**config.mk**
```make
export PLATFORM = sky130hd
export DESIGN_NAME = fp_norm_round_pack
export DESIGN_NICKNAME = d
export VERILOG_FILES = /design/src/rtl/fp_norm_round_pack.sv
export SDC_FILE = /design/constraint.sdc
export NUM_CORES = 1
export LEC_CHECK = 0
export BUFFER_PORTS_ARGS = -buffer_cell sky130_fd_sc_hd__buf_2
export CORE_ASPECT_RATIO = 2
export CORE_MARGIN = 2
export CORE_UTILIZATION = 63
export DETAILED_ROUTE_END_ITERATION = 6
export HOLD_SLACK_MARGIN = 0.15
export PLACE_DENSITY = 0.85
export RECOVER_POWER = 50
export SLEW_MARGIN = 40
export SYNTH_ARGS = -nofsm -noshare
export SYNTH_HDL_FRONTEND = slang
export SYNTH_SLANG_ARGS = --single-unit
export TNS_END_PERCENT = 30
```
**constraint.sdc**
```tcl
create_clock -name clk -period 9.24 [get_ports clk]
set_clock_uncertainty 0.1 [all_clocks]
set_input_delay 1.848 -clock clk [delete_from_list [all_inputs] [get_ports clk]]
set_output_delay 1.848 -clock clk [all_outputs]
set_load 0.005 [all_outputs]
```
**src/rtl/fp_norm_round_pack.sv**
```systemverilog
`default_nettype none
// ============================================================================
// Module      : fp_norm_round_pack
// Description : Back end of the FP add/sub datapath. Normalizes a 48-bit
//               mantissa sum a few positions per cycle, rounds it in the
//               selected RISC-V rounding mode and packs a binary32 result
//               together with its exception flags.
// Revision    : 1.0 - initial release
// ============================================================================
module fp_norm_round_pack #(
  parameter int SHIFT_STEP = 8
) (
  input  logic        clk,
  input  logic        reset_n,
  input  logic        in_valid,
  output logic        in_ready,
  input  logic        sign_in,
  input  logic [7:0]  exp_in,
  input  logic [47:0] mant_in,
  input  logic        nan_in,
  input  logic        invalid_in,
  input  logic        inf_in,
  input  logic        zero_in,
  input  logic [2:0]  rm,
  output logic        out_valid,
  input  logic        out_ready,
  output logic [31:0] result,
  output logic [4:0]  fflags
);

  typedef enum logic [1:0] {
    S_IDLE  = 2'd0,
    S_NORM  = 2'd1,
    S_ROUND = 2'd2,
    S_DONE  = 2'd3
  } state_t;

  localparam logic [2:0] c_RM_RTZ = 3'd1;
  localparam logic [2:0] c_RM_RDN = 3'd2;
  localparam logic [2:0] c_RM_RUP = 3'd3;
  localparam logic [2:0] c_RM_RMM = 3'd4;
  localparam logic [9:0] c_STEP   = 10'(SHIFT_STEP);

  state_t       r_state,  w_state_nxt;
  logic         r_sign,   w_sign_nxt;
  logic [2:0]   r_rm,     w_rm_nxt;
  logic [9:0]   r_e,      w_e_nxt;
  logic [46:0]  r_mant,   w_mant_nxt;
  logic         r_sticky, w_sticky_nxt;
  logic [31:0]  r_result, w_result_nxt;
  logic [4:0]   r_fflags, w_fflags_nxt;

  // Accept-time pre-processing: clamp subnormal exponent, absorb carry bit
  logic [9:0]   w_acc_e;
  logic [46:0]  w_acc_mant;
  logic         w_acc_sticky;

  // Normalization step
  logic [5:0]   w_lz;
  logic [9:0]   w_room;
  logic [9:0]   w_need;
  logic [9:0]   w_k;
  logic         w_norm_done;

  // Rounding
  logic         w_g;
  logic         w_s;
  logic         w_nx;
  logic         w_tiny;
  logic         w_up;
  logic [24:0]  w_sum;
  logic [23:0]  w_sig;
  logic [9:0]   w_e_rnd;
  logic         w_ovf;
  logic         w_to_inf;

  assign in_ready  = (r_state == S_IDLE);
  assign out_valid = (r_state == S_DONE);
  assign result    = r_result;
  assign fflags    = r_fflags;

  // Exponent clamp and carry fold-in applied to the incoming bundle
  always_comb begin
    w_acc_e      = ((exp_in == 8'd0) ? 10'd1 : {2'b00, exp_in}) + {9'b0, mant_in[47]};
    w_acc_mant   = mant_in[47] ? mant_in[47:1] : mant_in[46:0];
    w_acc_sticky = mant_in[47] & mant_in[0];
  end

  // Leading-zero count from bit46 and the bounded shift for this cycle
  always_comb begin
    w_lz = 6'd47;
    for (int i = 0; i < 47; i++) begin
      if (r_mant[i]) w_lz = 6'(46 - i);
    end
    w_room      = r_e - 10'd1;
    w_need      = ({4'b0, w_lz} < w_room) ? {4'b0, w_lz} : w_room;
    w_k         = (w_need > c_STEP) ? c_STEP : w_need;
    w_norm_done = (w_need == w_k);
  end

  // Round-increment decision, significand carry and overflow detection
  always_comb begin
    w_g    = r_mant[22];
    w_s    = (|r_mant[21:0]) | r_sticky;
    w_nx   = w_g | w_s;
    w_tiny = ~r_mant[46];
    case (r_rm)
      c_RM_RTZ: w_up = 1'b0;
      c_RM_RDN: w_up = r_sign & w_nx;
      c_RM_RUP: w_up = ~r_sign & w_nx;
      c_RM_RMM: w_up = w_g;
      default:  w_up = w_g & (w_s | r_mant[23]);
    endcase
    w_sum    = {1'b0, r_mant[46:23]} + 25'(w_up);
    w_sig    = w_sum[24] ? 24'h800000 : w_sum[23:0];
    w_e_rnd  = r_e + {9'b0, w_sum[24]};
    w_ovf    = (w_e_rnd >= 10'd255);
    // Saturate to max finite only when the mode rounds toward zero magnitude
    w_to_inf = ~((r_rm == c_RM_RTZ) ||
                 ((r_rm == c_RM_RUP) && r_sign) ||
                 ((r_rm == c_RM_RDN) && !r_sign));
  end

  // Next-state and datapath register updates for every state
  always_comb begin
    w_state_nxt  = r_state;
    w_sign_nxt   = r_sign;
    w_rm_nxt     = r_rm;
    w_e_nxt      = r_e;
    w_mant_nxt   = r_mant;
    w_sticky_nxt = r_sticky;
    w_result_nxt = r_result;
    w_fflags_nxt = r_fflags;
    case (r_state)
      S_IDLE: begin
        if (in_valid) begin
          w_sign_nxt   = sign_in;
          w_rm_nxt     = rm;
          w_e_nxt      = w_acc_e;
          w_mant_nxt   = w_acc_mant;
          w_sticky_nxt = w_acc_sticky;
          w_fflags_nxt = 5'b0;
          if (nan_in) begin
            w_result_nxt = 32'h7FC00000;
            w_fflags_nxt = {invalid_in, 4'b0};
            w_state_nxt  = S_DONE;
          end else if (inf_in) begin
            w_result_nxt = {sign_in, 8'hFF, 23'b0};
            w_state_nxt  = S_DONE;
          end else if (zero_in || (w_acc_mant == 47'd0)) begin
            w_result_nxt = {(rm == c_RM_RDN), 31'b0};
            w_state_nxt  = S_DONE;
          end else begin
            w_state_nxt  = S_NORM;
          end
        end
      end
      S_NORM: begin
        w_mant_nxt = r_mant << w_k;
        w_e_nxt    = r_e - w_k;
        if (w_norm_done) w_state_nxt = S_ROUND;
      end
      S_ROUND: begin
        if (w_ovf) begin
          w_result_nxt = w_to_inf ? {r_sign, 8'hFF, 23'b0} : {r_sign, 8'hFE, 23'h7FFFFF};
          w_fflags_nxt = 5'b00101;
        end else begin
          w_result_nxt = {r_sign, (w_sig[23] ? w_e_rnd[7:0] : 8'h00), w_sig[22:0]};
          w_fflags_nxt = {3'b000, w_tiny & w_nx, w_nx};
        end
        w_state_nxt = S_DONE;
      end
      default: begin
        if (out_ready) w_state_nxt = S_IDLE;
      end
    endcase
  end

  // State and datapath registers; reset drops any in-flight operation
  always_ff @(posedge clk or negedge reset_n) begin
    if (!reset_n) begin
      r_state  <= S_IDLE;
      r_sign   <= 1'b0;
      r_rm     <= 3'd0;
      r_e      <= 10'd0;
      r_mant   <= 47'd0;
      r_sticky <= 1'b0;
      r_result <= 32'd0;
      r_fflags <= 5'd0;
    end else begin
      r_state  <= w_state_nxt;
      r_sign   <= w_sign_nxt;
      r_rm     <= w_rm_nxt;
      r_e      <= w_e_nxt;
      r_mant   <= w_mant_nxt;
      r_sticky <= w_sticky_nxt;
      r_result <= w_result_nxt;
      r_fflags <= w_fflags_nxt;
    end
  end

endmodule
`default_nettype wire

```
# Word-level counts from Yosys, hierarchy flattened
# Cells that the tools add are included.
[totals]
output_inout_bits = 39
mem_count = 0
input_bits = 68
word_cells = 133
ram_bits = 0
romBits = 0
latch_bits = 0
ff_bits = 101
[op_classes]
eq_ne = 12
div = 0
mul = 0
bitwise_logic = 10
shifts = 1
mux = 76
n_reduce_logical = 18
addsub = 5
n_lt_le_gt_ge = 3
[op_table]
columns = ["operator", "count"]
rows = [
  ["$mux 6", 46],
  ["$mux 32", 4],
  ["$mux 47", 2],
  ["$pmux 47 s2", 1],
  ["$pmux 32 s2", 1],
  ["$mux 24", 2],
  ["$logic_not 47->1", 1],
  ["$shl 47x10->47", 1],
  ["$mux 31", 1],
  ["$mux 10", 3],
  ["$add 24x1->25", 1],
  ["$reduce_or 22->1", 1],
  ["$pmux 10 s2", 1],
  ["$mux 8", 2],
  ["$mux 2", 6],
  ["$add 10x1->10", 1],
  ["$eq 10x10->1", 1],
  ["$ge 10x8->1 const B", 1],
  ["$gt 10x4->1 const B", 1],
  ["$lt 6x10->1", 1],
  ["$mux 5", 2],
  ["$pmux 5 s2", 1],
  ["$sub 10x1->10 const B", 1],
  ["$sub 10x10->10", 1],
  ["other kinds (24)", 42],
]

# Longest topological paths before layout
[logic_depth]
ltp_word = 54
depth_mapped = 31
ltp_nobuf = 28

# Worst setup path before layout
# Ideal clock, no wire load.
[synth_timing]
kind = "register -> register"
start = "reg r_mant[10]"
end = "reg r_result[0] (netlist: result[0])"
path_buffers = 3
stages_incl_launch_ff = 26
period_less_slack_ns = 6.139
arrival_ns = 5.904
path_slack_ns = 3.101
setup_ns = 0.135
t_required_ns = 9.005
path_cell_list = "dfrtp_1 -> clkbuf_1 -> or4_1 -> nor4b_1 -> and3_1 -> nand4_1 -> o221ai_1 -> a21oi_1 -> ha_1 -> ha_1 -> and3_1 -> and3_1 -> and2_1 -> nand4_1 -> nor3_1 -> nand3_1 -> clkbuf_1 -> inv_1 -> ha_1 -> ha_1 -> nand2_1 -> or4_1 -> o32a_1 -> o31ai_1 -> clkbuf_1 -> o31ai_1"
[synth_between]
elab_chain_cells = 10
word_cells_on_any_way = 14
cone_classes = "2 x add/sub; 1 x order compare; 4 x mux; 6 x bitwise; 1 x reduce/logical"
[synth_lines]
columns = ["item", "line", "text"]
rows = [
  ["start: declaration", "48", "logic [46:0] r_mant, w_mant_nxt;"],
  ["start signal: assignment", "195", "r_mant <= w_mant_nxt;"],
  ["$reduce_or 22->1 (*)", "104", "w_s = (|r_mant[21:0]) | r_sticky;"],
  ["$or 1x1->1 (*)", "104", ""],
  ["$or 1x1->1, on equally long branches", "112, 105", ""],
  ["$and 1x1->1, on equally long branches", "112, 109, 110", ""],
  ["$pmux 1 s4 (*)", "107", "case (r_rm)"],
  ["$add 24x1->25 (*)", "114", "w_sum = {1'b0, r_mant[46:23]} + 25'(w_up);"],
  ["$add 10x1->10", "116", "w_e_rnd = r_e + {9'b0, w_sum[24]};"],
  ["$ge 10x8->1", "117", "w_ovf = (w_e_rnd >= 10'd255);"],
  ["$mux 31 (*)", "164", "if (w_ovf) begin"],
  ["$pmux 32 s2 (*)", "134", "case (r_state)"],
  ["end signal: assignment", "197", "r_result <= w_result_nxt;"],
  ["end: declaration", "50", "logic [31:0] r_result, w_result_nxt;"],
]
# Every way passes the cells marked *; elsewhere a longest branch is shown, timed or not.
# A chain may end at the register's enable or synchronous reset.

# Worst setup path after layout
[layout_timing]
start = "reg r_mant[10]"
end = "reg r_result[4] (netlist: result[4])"
# Same word-level chain as after synthesis.

==> impl_metrics.prom <==
# TYPE chip_impl_metric gauge
chip_impl_info{name="outcome",value="finished with violations"} 1
chip_impl_metric{name="synthAdderAreaFrac",unit="%"} 3.50
chip_impl_metric{name="grt_max_degree",unit=""} 76
chip_impl_metric{name="ff_latch_area",unit="sq um"} 2500
chip_impl_metric{name="drv_cap",unit=""} 2
chip_impl_metric{name="floorplan.core_area",unit="sq um"} 15300
chip_impl_info{name="failed_checks",value="capacitance limit, slew limit"} 1
chip_impl_metric{name="antenna_violations_before_repair",unit=""} 1
chip_impl_info{name="timing.critical_path.slowest_stage_cell",value="sky130_fd_sc_hd__or4_1"} 1
chip_impl_info{name="synth_top_family_by_area",value="compound AO/OA/AOI/OAI gates"} 1
chip_impl_metric{name="cts_setup_buffers",unit=""} 0
chip_impl_metric{name="grt_first_pass_wirelength",unit="mm"} 59.8
chip_impl_metric{name="layout-drive-gt1-share",unit="%"} 13.8
chip_impl_info{name="clock_tree_from_tritoncts",value="built"} 1
chip_impl_metric{name="synth-seq-area-share",unit="%"} 25.4
chip_impl_metric{name="report.power.total",unit="mW"} 3.99
chip_impl_metric{name="drt.antenna.violating_nets",unit=""} 0
chip_impl_metric{name="synth.area.mux_share",unit="%"} 12.5
chip_impl_metric{name="worst_slew_margin_rel",unit="%"} -181
chip_impl_metric{name="route.vias.total",unit=""} 11000
chip_impl_metric{name="yosysWarnings",unit=""} 0
chip_impl_metric{name="cp_data_required_time",unit="ns"} 9.40
chip_impl_info{name="path_common_cell",value="sky130_fd_sc_hd__ha_1"} 1
chip_impl_metric{name="netlist-cell-type-count",unit=""} 89
chip_impl_metric{name="cts_hold_repair.buffers",unit=""} 0
chip_impl_metric{name="syn_inst",unit=""} 1277
chip_impl_metric{name="ys_seq_elements",unit=""} 100
chip_impl_metric{name="row_count",unit=""} 64
chip_impl_metric{name="initial_util",unit="%"} 64.5
chip_impl_metric{name="synth.avg_cell_area",unit="sq um"} 7.72
chip_impl_metric{name="wl",unit="mm"} 39.2
chip_impl_metric{name="worst-path-buf-inv",unit=""} 2
chip_impl_metric{name="gpl.final_weighted_congestion",unit=""} 1.09
chip_impl_metric{name="cts_resized",unit=""} 0
chip_impl_metric{name="antennaDiodeCount",unit=""} 0
chip_impl_info{name="min_delay_worst_type",value="reg -> reg"} 1
chip_impl_metric{name="cts_htree_levels",unit=""} 3
chip_impl_metric{name="fin_nets",unit=""} 1398
chip_impl_metric{name="critical_path.max_fanout",unit=""} 23
chip_impl_metric{name="cts_buffer_depth",unit=""} 2
chip_impl_metric{name="cell_internal_pwr",unit="mW"} 1.76
chip_impl_metric{name="total_track_usage",unit="%"} 46.8
chip_impl_metric{name="p_clk_share",unit="%"} 10.1
chip_impl_metric{name="synthSimpleGateAreaFrac",unit="%"} 21.4
chip_impl_metric{name="sw_frac_of_total",unit="%"} 55.9
chip_impl_info{name="criticalPathCategory",value="reg -> reg"} 1
chip_impl_metric{name="setup_tns",unit="ns"} 0
chip_impl_metric{name="die_height",unit="microns"} 181
chip_impl_info{name="clock-root-buffer",value="sky130_fd_sc_hd__clkbuf_16"} 1
chip_impl_metric{name="vdd_ir_drop_max",unit="V"} 0.000193
chip_impl_metric{name="timing_hold_violations_final",unit=""} 0
chip_impl_metric{name="detail_route.drc_violations",unit=""} 0
chip_impl_metric{name="post_synthesis_to_final_layout_area_growth",unit="%"} 7.78
chip_impl_metric{name="fmax",unit="MHz"} 138
chip_impl_metric{name="synth-edff-count",unit=""} 0
chip_impl_metric{name="grt_overflow",unit=""} 0
chip_impl_info{name="path_delay_family",value="simple AND/OR/NAND/NOR gates"} 1
chip_impl_metric{name="ys_async_sr_fraction",unit="%"} 100
chip_impl_metric{name="die-width",unit="microns"} 92.5
chip_impl_metric{name="synth_area_in_xor_xnor",unit="%"} 3.55
chip_impl_metric{name="power_leakage",unit="nW"} 4.38
chip_impl_metric{name="detail_route.first_pass.iterations",unit=""} 7
chip_impl_metric{name="compound_gate_portion_of_the_synthesized_area",unit="%"} 27.2
chip_impl_metric{name="area_of_the_multi_input_gates",unit="sq um"} 6800
chip_impl_metric{name="final_period_minus_worst_setup_slack",unit="ns"} 7.24
chip_impl_info{name="worstPathCellList",value="or4_1 -> nor4b_1 -> and3_1 -> nand4_1 -> nor2_1 -> a21oi_1 -> ha_1 -> ha_1 -> and3_1 -> and3_1 -> and2_1 -> nand4_1 -> nor3_1 -> nand3_1 -> inv_1 -> ha_1 -> ha_1 -> nand2_1 -> or4_1 -> o32a_1 -> o31ai_2 -> buf_4 -> a211oi_1 -> a21o_1"} 1
chip_impl_metric{name="portbufs",unit=""} 105
chip_impl_metric{name="wl_per_cell",unit="microns"} 26.1
chip_impl_metric{name="hold_ws",unit="ns"} 0.365
chip_impl_metric{name="power_frac_seq",unit="%"} 26.2
chip_impl_metric{name="power_dens_cells",unit="nW/um^2"} 375
chip_impl_metric{name="grt_pass1_vias",unit=""} 10800
chip_impl_metric{name="cts.reportedPaths.clkPinSlew",unit="ns"} 0.08
chip_impl_metric{name="cts_buffer_count",unit=""} 9
chip_impl_metric{name="numClockSinks",unit=""} 100
chip_impl_metric{name="critical-path-max-stage-delay",unit="ns"} 0.59
chip_impl_metric{name="worst_skew_pair_latency",unit="ns"} 0.37
chip_impl_metric{name="post_synth_instance_area",unit="sq um"} 9860
chip_impl_metric{name="net_load_switching_power",unit="mW"} 2.23
chip_impl_metric{name="ios",unit=""} 107
chip_impl_metric{name="filler_cell_count",unit=""} 1325
chip_impl_metric{name="drtIter0Drc",unit=""} 1418
chip_impl_metric{name="worst_pin_slew",unit="ns"} 4.22
chip_impl_metric{name="routed_via_density",unit=""} 7.31
chip_impl_info{name="rsz0062_at_grt",value="false"} 1
chip_impl_metric{name="finalMaxSlewViolations",unit=""} 103
chip_impl_info{name="setup.worst_path.start_class",value="flop"} 1
chip_impl_metric{name="share_comb_of_total_power",unit="%"} 63.7
chip_impl_metric{name="timing.final.setup_violations",unit=""} 0
chip_impl_metric{name="crit_share_post_route",unit="%"} 78.3
chip_impl_metric{name="detailed_place_hpwl",unit="mm"} 28.7
chip_impl_info{name="critPathCaptureType",value="flop"} 1
chip_impl_metric{name="dieArea",unit="sq um"} 16700
chip_impl_metric{name="worstPathArrival",unit="ns"} 7.40
chip_impl_info{name="dominant_synthesized_flop_cell",value="sky130_fd_sc_hd__dfrtp_1"} 1
==> layer usage <==
| metal | wire length (microns) | share of wire [%] | up-vias | GRT usage [%] |
|---|---|---|---|---|
| met1 | 12200 | 31 | 5085 | 48.1 |
| met5 | 0 | 0 | - | 0 |
| met3 | 3730 | 9.5 | 299 | 10.3 |
| li1 | - | - | 4798 | - |
| met4 | 4530 | 12 | 0 | 43.0 |
| met2 | 18800 | 48 | 820 | 77.3 |
==> stage by stage <==
stage          worst slack (ns)  cell area (sq um)  cells  util, %
2_1_floorplan              3.10               9880   1281        -
3_3_place_gp               2.15              10300   1489     67.3
3_5_place_dp               2.19              10300   1490     67.6
4_1_cts                    2.14              10600   1506     69.6
5_1_grt                    1.53              10600   1506     69.5
6_report                   2.00              10600   1506     69.5
==> layout make-up <==
type                       count  share of cell area (%)
tap                          198                    2.33
multi-input combinational   1038                    64.0
sequential                   100                    23.5
timing repair buffer         124                    6.23
inverter                      30                    1.08
clock inverter                 6                   0.659
clock buffer                  10                    2.15
==> worst paths after layout <==
kind,from,endpoint,slack (ns),cells past startpoint
setup / recovery,r_mant[10],result[4],2.00,24
hold / removal,result[23],result[23],0.36,2
setup reg to reg,r_mant[10],result[4],2.00,24
hold reg to reg,result[23],result[23],0.36,2
max in group asynchronous,reset_n,r_mant[29],2.49,2
min in group asynchronous,reset_n,r_mant[14],1.81,1
==> state kept, by name, indices dropped and copies added, names as in the netlist <==
name	flops
r_e	10
r_state	2
r_sign	1
r_rm	3
result	32
r_mant	47
r_sticky	1
fflags	4
==> cell usage after synthesis (all sizes together) (28+ instances only) <==
master | instances | area (sq um)
a21oi | 105 | 526
buf | 33 | 215
clkbuf | 80 | 300
dfrtp | 100 | 2500
inv | 29 | 111
mux2i | 103 | 1030
nand2 | 129 | 484
nand3 | 44 | 220
nor2 | 113 | 440
nor3 | 36 | 196
o21ai | 85 | 429
o31ai | 28 | 210
==> tightest hold or removal path: stages, from the launching register on <==
cell and delay [ns]:
sky130_fd_sc_hd__dfrtp_1 0.34, sky130_fd_sc_hd__nand2_1 0.05, sky130_fd_sc_hd__nand2_1 0.05
==> cell usage in the layout (no fill, tap or decap), types with 13 or more instances in the layout <==
cell type	netlist	final
sky130_fd_sc_hd__nand2b_1	13	13
sky130_fd_sc_hd__mux2_2	18	18
sky130_fd_sc_hd__o21ai_0	78	78
sky130_fd_sc_hd__mux2i_1	102	102
sky130_fd_sc_hd__xor2_1	14	14
sky130_fd_sc_hd__o22ai_1	14	14
sky130_fd_sc_hd__a21oi_1	105	105
sky130_fd_sc_hd__inv_1	28	28
sky130_fd_sc_hd__buf_2	15	100
sky130_fd_sc_hd__xnor2_1	26	26
sky130_fd_sc_hd__o31ai_1	28	27
sky130_fd_sc_hd__nand3_1	44	44
sky130_fd_sc_hd__o211ai_1	25	25
sky130_fd_sc_hd__nor4_1	27	26
sky130_fd_sc_hd__buf_4	2	17
sky130_fd_sc_hd__nor2_1	112	108
sky130_fd_sc_hd__nor2b_1	13	13
sky130_fd_sc_hd__nand4_1	15	15
sky130_fd_sc_hd__a211oi_1	17	17
sky130_fd_sc_hd__ha_1	26	26
sky130_fd_sc_hd__nor3_1	34	31
sky130_fd_sc_hd__nand2_1	129	128
sky130_fd_sc_hd__a31oi_1	19	19
sky130_fd_sc_hd__dfrtp_1	100	100
sky130_fd_sc_hd__a22oi_1	18	18
==> power groups by stage <==
| stage | Clock [mW] | Sequential (mW) | Combinational [mW] |
|---|---|---|---|
| 6_report | 0.403 | 1.04 | 2.54 |
| 5_1_grt | 0.416 | 1.06 | 2.71 |
| 4_1_cts | 0.400 | 1.01 | 2.44 |
| 3_5_place_dp | 0 | 1.02 | 2.42 |
| 3_3_place_gp | 0 | 1.00 | 2.40 |
| 2_1_floorplan | 0 | 0.770 | 1.91 |
==> logic make-up after synthesis <==
family	after synthesis
and+or+nand+nor	438
AOI/OAI and AO/OA	406
buffers and inverters	143
muxes	121
DFF	100
xor gates and xnor gates	40
adders and majority gates	27
other	2
Power figures use the tool's default switching activity.
